<file path="config.mk">
export PLATFORM = sky130hd
export DESIGN_NAME = placar_display_scan
export DESIGN_NICKNAME = d
export VERILOG_FILES = /design/src/rtl/placar_pkg.sv /design/src/rtl/placar_bin2bcd.sv /design/src/rtl/placar_display_scan.sv
export SDC_FILE = /design/constraint.sdc
export NUM_CORES = 1
export LEC_CHECK = 0
export BUFFER_PORTS_ARGS = -buffer_cell sky130_fd_sc_hd__buf_2
export CAP_MARGIN = 25
export CORE_MARGIN = 10
export CORE_UTILIZATION = 45
export CTS_BUF_LIST = sky130_fd_sc_hd__clkbuf_16
export DETAILED_ROUTE_END_ITERATION = 12
export GPL_TIMING_DRIVEN = 0
export PLACE_DENSITY = 0.71
export SYNTH_ARGS = -nofsm -noshare
export SYNTH_HDL_FRONTEND = slang
export SYNTH_HIERARCHICAL = 1
export SYNTH_SLANG_ARGS = --single-unit
</file>
<file path="constraint.sdc">
create_clock -name clock -period 4.1 [get_ports clock]
set_clock_uncertainty 0.15 [all_clocks]
set_input_delay 0.41 -clock clock [delete_from_list [all_inputs] [get_ports clock]]
set_output_delay 0.41 -clock clock [all_outputs]
set_load 0.02 [all_outputs]
</file>
<file path="src/rtl/placar_pkg.sv">
// Shared types and constants for the scoreboard display path: converter FSM states,
// digit/BCD sizes and the 7-segment pattern table ({g,f,e,d,c,b,a}, active-high).
package placar_pkg;

    typedef enum logic [1:0] {
        ST_IDLE   = 2'd0,
        ST_CONV1  = 2'd1,
        ST_CONV2  = 2'd2,
        ST_COMMIT = 2'd3
    } state_t;

    localparam int NUM_DIGITS = 6;
    localparam int BCD_W      = 12;
    localparam int BIN_W      = 7;

    localparam logic [6:0] SEG_BLANK = 7'h00;

    function automatic logic [6:0] seg_of(input logic [3:0] nib);
        case (nib)
            4'd0:    seg_of = 7'h3F;
            4'd1:    seg_of = 7'h06;
            4'd2:    seg_of = 7'h5B;
            4'd3:    seg_of = 7'h4F;
            4'd4:    seg_of = 7'h66;
            4'd5:    seg_of = 7'h6D;
            4'd6:    seg_of = 7'h7D;
            4'd7:    seg_of = 7'h07;
            4'd8:    seg_of = 7'h7F;
            4'd9:    seg_of = 7'h6F;
            default: seg_of = SEG_BLANK;
        endcase
    endfunction

endpackage

</file>
<file path="src/rtl/placar_bin2bcd.sv">
// Sequential 7-bit double-dabble: the start clock performs step 1, six more clocks follow.
// done pulses in the clock where bcd holds the finished result.
module placar_bin2bcd
    import placar_pkg::*;
(
    input  logic             clk,
    input  logic             rst_n,
    input  logic             start,
    input  logic [BIN_W-1:0] bin,
    output logic             busy,
    output logic [BCD_W-1:0] bcd,
    output logic             done
);

    logic [BCD_W+BIN_W-1:0] sr_q, sr_d;
    logic [2:0]             cnt_q, cnt_d;
    logic                   done_q, done_d;

    function automatic logic [BCD_W+BIN_W-1:0] dabble(input logic [BCD_W+BIN_W-1:0] s);
        logic [BCD_W+BIN_W-1:0] t;
        t = s;
        for (int n = 0; n < 3; n++) begin
            if (t[BIN_W+4*n +: 4] >= 4'd5)
                t[BIN_W+4*n +: 4] = t[BIN_W+4*n +: 4] + 4'd3;
        end
        return t << 1;
    endfunction

    always_comb begin
        sr_d   = sr_q;
        cnt_d  = cnt_q;
        done_d = 1'b0;
        if (start) begin
            sr_d  = dabble({{BCD_W{1'b0}}, bin});
            cnt_d = 3'd6;
        end else if (cnt_q != 3'd0) begin
            sr_d   = dabble(sr_q);
            cnt_d  = cnt_q - 3'd1;
            done_d = (cnt_q == 3'd1);
        end
    end

    always_ff @(posedge clk or negedge rst_n) begin
        if (!rst_n) begin
            sr_q   <= '0;
            cnt_q  <= '0;
            done_q <= 1'b0;
        end else begin
            sr_q   <= sr_d;
            cnt_q  <= cnt_d;
            done_q <= done_d;
        end
    end

    assign busy = (cnt_q != 3'd0);
    assign bcd  = sr_q[BCD_W+BIN_W-1:BIN_W];
    assign done = done_q;

endmodule

</file>
<file path="src/rtl/placar_display_scan.sv">
// Scoreboard display end: 16-clock convert/commit loop feeding a 6-digit scanned 7-seg.
// Define PLACAR_LZB_EN for per-team leading-zero blanking.
module placar_display_scan
    import placar_pkg::*;
#(
    parameter int SCAN_DIV       = 16,
    parameter bit SEG_ACTIVE_LOW = 1'b1
) (
    input  logic             clock,
    input  logic             clr,
    input  logic [BIN_W-1:0] somaTime1,
    input  logic [BIN_W-1:0] somaTime2,
    output logic [6:0]       seg,
    output logic [5:0]       dig,
    output logic             upd_done
);

    state_t             state_q;
    logic [2:0]         step_q;
    logic [BIN_W-1:0]   hold1_q, hold2_q;
    logic [BCD_W-1:0]   tmp1_q, disp1_q, disp2_q;
    logic               upd_done_q;

    logic               cv_start, cv_busy, cv_done;
    logic [BIN_W-1:0]   cv_bin;
    logic [BCD_W-1:0]   cv_bcd;

    assign cv_start = (state_q == ST_CONV1 || state_q == ST_CONV2) && (step_q == 3'd0);
    assign cv_bin   = (state_q == ST_CONV1) ? hold1_q : hold2_q;

    placar_bin2bcd u_bin2bcd (
        .clk   (clock),
        .rst_n (clr),
        .start (cv_start),
        .bin   (cv_bin),
        .busy  (cv_busy),
        .bcd   (cv_bcd),
        .done  (cv_done)
    );

    always_ff @(posedge clock or negedge clr) begin
        if (!clr) begin
            state_q    <= ST_IDLE;
            step_q     <= '0;
            hold1_q    <= '0;
            hold2_q    <= '0;
            tmp1_q     <= '0;
            disp1_q    <= '0;
            disp2_q    <= '0;
            upd_done_q <= 1'b0;
        end else begin
            upd_done_q <= 1'b0;
            case (state_q)
                ST_IDLE: begin
                    hold1_q <= somaTime1;
                    hold2_q <= somaTime2;
                    step_q  <= '0;
                    state_q <= ST_CONV1;
                end
                ST_CONV1: begin
                    step_q <= (step_q == 3'd6) ? 3'd0 : step_q + 3'd1;
                    if (step_q == 3'd6) state_q <= ST_CONV2;
                end
                ST_CONV2: begin
                    // Team 1 result is valid only on the first CONV2 clock.
                    if (cv_done) tmp1_q <= cv_bcd;
                    step_q <= (step_q == 3'd6) ? 3'd0 : step_q + 3'd1;
                    if (step_q == 3'd6) state_q <= ST_COMMIT;
                end
                default: begin
                    disp1_q    <= tmp1_q;
                    disp2_q    <= cv_bcd;
                    upd_done_q <= 1'b1;
                    state_q    <= ST_IDLE;
                end
            endcase
        end
    end

    logic [SCAN_DIV-1:0] presc_q, presc_d;
    logic [2:0]          idx_q, idx_d, next_idx, sel, pos;
    logic                lit_q, lit_d, tick, blank;
    logic [5:0]          dig_q, dig_d;
    logic [6:0]          seg_q, seg_d;
    logic [BCD_W-1:0]    team_bcd;
    logic [3:0]          nib;

    always_comb begin
        tick     = &presc_q;
        presc_d  = presc_q + 1'b1;
        next_idx = (lit_q && idx_q != 3'(NUM_DIGITS-1)) ? idx_q + 3'd1 : 3'd0;
        if (!lit_q) next_idx = 3'd0;
        sel      = tick ? next_idx : idx_q;
        idx_d    = sel;
        lit_d    = lit_q | tick;
        dig_d    = tick ? (6'(1) << next_idx) : dig_q;

        team_bcd = (sel >= 3'd3) ? disp2_q : disp1_q;
        pos      = (sel >= 3'd3) ? sel - 3'd3 : sel;
        case (pos)
            3'd0:    nib = team_bcd[3:0];
            3'd1:    nib = team_bcd[7:4];
            default: nib = team_bcd[11:8];
        endcase
`ifdef PLACAR_LZB_EN
        blank = (pos == 3'd2 && team_bcd[11:8] == 4'd0) ||
                (pos == 3'd1 && team_bcd[11:4] == 8'd0);
`else
        blank = 1'b0;
`endif
        // Segments refresh every clock so a commit shows up without waiting for a tick.
        seg_d = (lit_d && !blank) ? seg_of(nib) : SEG_BLANK;
    end

    always_ff @(posedge clock or negedge clr) begin
        if (!clr) begin
            presc_q <= '0;
            idx_q   <= '0;
            lit_q   <= 1'b0;
            dig_q   <= '0;
            seg_q   <= SEG_BLANK;
        end else begin
            presc_q <= presc_d;
            idx_q   <= idx_d;
            lit_q   <= lit_d;
            dig_q   <= dig_d;
            seg_q   <= seg_d;
        end
    end

    assign seg      = SEG_ACTIVE_LOW ? ~seg_q : seg_q;
    assign dig      = SEG_ACTIVE_LOW ? ~dig_q : dig_q;
    assign upd_done = upd_done_q;

endmodule

</file>
==> results of run 1 <==
-- cells by family after synthesis --
group / count (synthesis) / share of synthesized area, %
xor gates and xnor gates: 18 / 2.81
buffers and inverters: 71 / 6.27
muxes: 80 / 15.9
adders and majority gates: 24 / 5.35
DFF: 111 / 49.5
AOI/OAI and AO/OA: 75 / 9.35
and+or+nand+nor: 117 / 10.8
-- stage by stage --
stage	hold WS [ns]	instance area (um^2)	power, uW	setup WS (ns)
floorplan	-0.0356	5610	1440	0.0931
global placement	0.306	5960	1510	-0.295
detailed placement	0.310	5990	1530	-0.420
CTS	0.133	6370	2400	0.0216
global route	0.133	6510	2500	-0.0529
finish	0.140	6510	2380	0.158
-- synthesized netlist by cell type (5+ instances only) --
library cell	instances
clkbuf_1	12
nand2b_1	12
o31ai_1	6
o21ai_0	26
nor2b_1	6
inv_1	35
mux2_2	60
nor2_1	18
xor2_1	6
ha_1	24
xnor2_1	12
buf_4	13
nand2_1	41
nand3_1	12
or3_1	8
dfrtp_1	111
mux2i_1	18
buf_2	5
a21oi_1	11
-- path summary, 6_finish.rpt --
check                             start                  to  slack, ns  depth (start not counted)
min in group asynchronous           clr         presc_q[12]       0.49                          2
min                        somaTime1[5]          hold1_q[5]       0.14                          2
max                          presc_q[0]            seg_q[5]       0.16                         20
max reg2reg                  presc_q[0]            seg_q[5]       0.16                         20
max in group asynchronous           clr  u_bin2bcd/sr_q[12]       2.60                          3
min reg2reg                    dig_q[0]            dig_q[0]       0.33                          2
-- power by group through the flow --
stage	sequential [uW]	clock, uW	combinational (uW)
floorplan	1220	0	214
detailed placement	1240	0	284
global placement	1240	0	267
CTS	1220	892	292
finish	1220	865	295
global route	1230	939	334
-- flip-flops by register name, indices dropped and copies added, names as in the netlist, 2 cells and up --
signal	flops
dig_q	6
state_q	2
presc_q	16
disp2_q	12
disp1_q	12
step_q	3
tmp1_q	12
hold1_q	7
idx_q	3
hold2_q	7
u_bin2bcd/cnt_q	3
seg_q	7
u_bin2bcd/sr_q	18
-- layout make-up --
cell class / count / area (um^2)
buffer: 34 / 223
clock buffer: 9 / 225
clock inverter: 7 / 71.3
fill: 1044 / 5600
inverter: 37 / 139
multi-input combinational: 314 / 2570
sequential: 111 / 2780
tap: 168 / 210
timing repair buffer: 44 / 295
-- what timing repair did --
item / in CTS / in global routing
pin swaps: 1 / 3
endpoints found under the hold margin: 49 / 0
setup endpoints to repair: 7 / 7
gates resized for setup: 9 / 16
setup buffers: 4 / 9
hold buffers: 1 / 0
-- per-layer routing --
| metal | part of all wire (%) | global-route usage [%] |
|---|---|---|
| met1 | 45 | 14.8 |
| met2 | 51 | 21.0 |
| met3 | 3.9 | 3.13 |
| met4 | 0.93 | 4.02 |
| met5 | 0 | 0 |
==> metrics.txt, run 1 <==
run status=finished, final reports clean; final wirelength=10.4 mm; total track usage=12.3%; Synth warnings=6; # diodes=0; max-slew violation count=0; PD cells=366 nW/um^2; Inst Count DP=694; deepest clock path buffer count=2; Vias/cell=5.21; Layout Cells excl Fill=724; final-report setup violation count=0; nets@finish=591; placed wire-length estimate=7.25 mm; NetSw=592 uW; clock root cell=clkbuf_16; Die Y=132 um; Final Cycle Share=96.1%; synthesized instance count=496; Crit-path slowest cell=or4b_4; DR iter-0 viols=225; worst-path fanout max=6; DRC Markers=0; setup TNS=0 ns; CP startpoint kind=register; Rows=40; grt ovf=0; drt first pass iters=4; Layout Utilization=53.8%; Crit Path Category=register to register; I/O Pins=30; vias in the first global route=3870; sequential area share after synthesis=49.5%; commonest non-fill, non-tap cell in the layout=dfrtp_1; top_reg_cell synth=dfrtp_1; commonest non-fill, non-tap cells in the layout=dfrtp_1 (110), mux2_2 (60), nand2_1 (41), inv_1 (35), buf_2 (32); die area=17300 um^2; Clk Latency, worst-skew pair=0.35 ns; total CTS buffers=9; wire per inst=14.3 um; Reg power frac=51.3%; initial core utilization=46.3%; largest net degree at the start of global routing=63; critical path's largest stage delay=0.51 ns; Worst EP required=4.17 ns; Switching Share=24.9%; most frequent CP cell=ha_1; Mapped Nets=536; combinational power share=12.4%; Layout area overhead=16.1%; Routed Antenna Nets=0; H-tree levels=3; worst path bufs/invs=4; Synth area leader=dfrtp_1; antenna violations before repair=0; Leakage=0.00300 uW; Sink Count=111; GP Congestion=0.785; type of the most critical hold path=primary input to register; Final min period=3.94 ns; Slew Limit Headroom=56.0%; TritonCTS clock tree=built; Worst Path Arrival=4.01 ns; average size of a mapped cell=11.3 um^2; CTS clk-pin slew, worst paths=0.07 ns; peak supply drop=0.000220 V; Vias=3772; Achievable Freq=254 MHz; Mapped Area=5610 um^2; async set-or-reset flop fraction in the synthesized netlist=100%; I/O Buffers=29; cell-internal power=1790 uW; first-pass GRT wire length=18.3 mm; share of cells above drive strength 1=29.7%; family with the most delay on the worst path=simple AND/OR/NAND/NOR gates; crit path capture type=register; die width=132 um; Hold Fails Final Rpt=0; core area=12100 um^2; Slew @ Worst Pin=0.660 ns; MaxCap Viol Count=0; Area contributors post-synth=dfrtp_1 (50%), mux2_2 (12%), ha_1 (5.4%); top cell type's share of synthesized area=49.5%; distinct cell type count after synthesis=57; flops & latches, synth=111; Post-synth EDFFs=0; CP Cell Sequence=ha_4 > and4_4 > nand4_4 > buf_8 > mux2_2 > ha_1 > inv_1 > ha_1 > buf_6 > nand2b_4 > or4b_4 > mux2i_4 > nor2_2 > nor2_1 > o21a_1 > inv_2 > ha_1 > and2_1 > o21ai_1 > a21oi_1; clock network power share=36.3%
Power figures use the tool's default switching activity.
==> run 2: changes to the inputs <==
--- a/config.mk
+++ b/config.mk
@@ -8,11 +8,12 @@
 export BUFFER_PORTS_ARGS = -buffer_cell sky130_fd_sc_hd__buf_2
 export CAP_MARGIN = 25
 export CORE_MARGIN = 10
-export CORE_UTILIZATION = 45
+export CORE_UTILIZATION = 40
 export CTS_BUF_LIST = sky130_fd_sc_hd__clkbuf_16
 export DETAILED_ROUTE_END_ITERATION = 12
 export GPL_TIMING_DRIVEN = 0
-export PLACE_DENSITY = 0.71
+export PLACE_DENSITY = 0.65
+export RECOVER_POWER = 100
 export SYNTH_ARGS = -nofsm -noshare
 export SYNTH_HDL_FRONTEND = slang
 export SYNTH_HIERARCHICAL = 1
==> run 2 against run 1 <==
Worst setup slack improved by 0.018 ns. Die area increased by 11%. Largest cell class unchanged. Non-clock buffer count increased by 4. Design area increased by 0.23%.
==> metrics.txt, run 2 (synthesis results as in run 1) <==
Vias/cell=5.04 (was 5.21); Worst EP required=4.18 ns (was 4.17 ns); final-report setup violation count=0 (unchanged); largest net degree at the start of global routing=70 (was 63); max-slew violation count=0 (unchanged); share of cells above drive strength 1=30.9% (was 29.7%); Slew @ Worst Pin=0.644 ns (was 0.660 ns); wire per inst=14.5 um (was 14.3 um); GP Congestion=0.839 (was 0.785); I/O Pins=30 (unchanged); worst-path fanout max=6 (unchanged); Layout area overhead=16.4% (was 16.1%); crit path capture type=register (unchanged); Inst Count DP=706 (was 694); CTS clk-pin slew, worst paths=0.08 ns (was 0.07 ns); final total power=2370 uW (was 2380 uW); Routed Antenna Nets=0 (unchanged); initial core utilization=40.6% (was 46.3%); Leakage=0.00300 uW (about the same); Vias=3730 (was 3772); Final WS setup=0.177 ns (was 0.158 ns); setup TNS=0 ns (unchanged); Final Cycle Share=95.7% (was 96.1%); grt ovf=0 (unchanged); final wirelength=10.7 mm (was 10.4 mm); fillcell total=1270 (was 1044); clock root cell=clkbuf_16 (unchanged); Hold Fails Final Rpt=0 (unchanged); MaxCap Viol Count=0 (unchanged); Slew Limit Headroom=57.1% (was 56.0%); type of the most critical hold path=primary input to register (unchanged); core area=13800 um^2 (was 12100 um^2); run status=finished, final reports clean (unchanged); # diodes=0 (unchanged); Biggest register=u_bin2bcd/sr_q (unchanged); Hold Crit Depth=2 (unchanged); deepest clock path buffer count=2 (unchanged); Sink Count=111 (unchanged); Crit Path Category=register to register (unchanged); antenna violations before repair=0 (unchanged); die width=138 um (was 132 um); DR iter-0 viols=193 (was 225); PD cells=364 nW/um^2 (was 366 nW/um^2); fin area=6530 um^2 (was 6510 um^2); Place WS=-0.440 ns (was -0.420 ns); TritonCTS clock tree=built (unchanged); Area after DPL=6010 um^2 (was 5990 um^2); Final min period=3.92 ns (was 3.94 ns); total CTS buffers=9 (unchanged); DRC Markers=0 (unchanged); die area=19200 um^2 (was 17300 um^2); drt first pass iters=4 (unchanged); nets@finish=595 (was 591); Worst Path Arrival=4.00 ns (was 4.01 ns); Die Y=138 um (was 132 um); H-tree levels=3 (unchanged); commonest non-fill, non-tap cell in the layout=dfrtp_1 (unchanged); Rows=43 (was 40); CP startpoint kind=register (unchanged); max FFs per register=18 (unchanged); I/O Buffers=29 (unchanged); Achievable Freq=255 MHz (was 254 MHz); Clk Latency, worst-skew pair=0.36 ns (was 0.35 ns); peak supply drop=0.000247 V (was 0.000220 V); worst reg2reg path depth=20 (unchanged); placed wire-length estimate=7.46 mm (was 7.25 mm); commonest non-fill, non-tap cells in the layout=dfrtp_1 (110), mux2_2 (60), nand2_1 (41), inv_1 (35), buf_2 (32) (unchanged); Layout Cells excl Fill=740 (was 724); total track usage=11.2% (was 12.3%); first-pass GRT wire length=18.3 mm (about the same); vias in the first global route=3824 (was 3870); biggest regs=u_bin2bcd/sr_q: 18 flops, presc_q: 16 flops (unchanged)
## run 2: cell types whose count changed in the layout (fill, tap and decap cells not counted), sizes merged
cell / before / now
buf: 65 / 68
clkbuf: 21 / 22
bufinv: 1 / 0
clkinvlp: 2 / 1
inv: 38 / 39
clkinv: 3 / 4
## run 2: repair_timing
action	CTS	global route
gates resized for setup	9	16
endpoints found under the hold margin	42	0
pin swaps	1	5
setup buffers	8	9
endpoints found under the setup margin	7	7
hold buffers	1	0
## run 2: routing by layer
layer | wire (um) | GRT usage [%]
met2 | 5170 | 18.2
met5 | 0 | 0
met3 | 405 | 3.01
met4 | 224 | 4.72
met1 | 4890 | 13.6
## run 2: through the flow
stage	hold WS (ns)	util [%]
final	0.124	47.2
after global routing	0.116	47.2
after CTS	0.109	46.3
after detailed placement	0.305	43.5
after global placement	0.303	43.2
after floorplan	-0.0356	-
## run 2: worst paths after layout
check | from | end | slack, ns
worst max-delay path | presc_q[1] | seg_q[5] | 0.18
worst min-delay path | somaTime2[4] | hold2_q[4] | 0.12
worst max register to register | presc_q[1] | seg_q[5] | 0.18
worst min register to register | presc_q[12] | presc_q[12] | 0.31
max in group asynchronous | clr | u_bin2bcd/sr_q[8] | 2.64
min in group asynchronous | clr | step_q[1] | 0.44
## run 2: where the power goes
group	internal [uW]	leakage, uW	total [uW]	switching [uW]
clock network	425	0.000141	857	432
logic	149	0.00140	297	148
registers	1170	0.00146	1220	52.9
total	1740	0.00300	2370	633
## run 2: critical path: stages, from the launching register on
cell and delay [ns]:
dfrtp_1 0.37, ha_2 0.20, and4_4 0.22, nand4_4 0.15, buf_6 0.17, mux2_2 0.27
ha_2 0.20, inv_1 0.05, ha_1 0.14, buf_6 0.11, nand2b_4 0.06, or4b_4 0.49
mux2i_4 0.17, nor2_2 0.08, nor2_2 0.10, o21a_1 0.22, inv_2 0.10, ha_1 0.18
and2_1 0.14, o21ai_1 0.13, a21oi_1 0.08
## run 2: layout make-up
type	count	area (um^2)	area share, %
clock buffer	9	225	3.45
tap	180	225	3.45
sequential	111	2780	42.6
multi-input combinational	314	2560	39.3
clock inverter	7	66.3	1.02
timing repair buffer	48	309	4.74
inverter	37	139	2.13
buffer	34	219	3.36
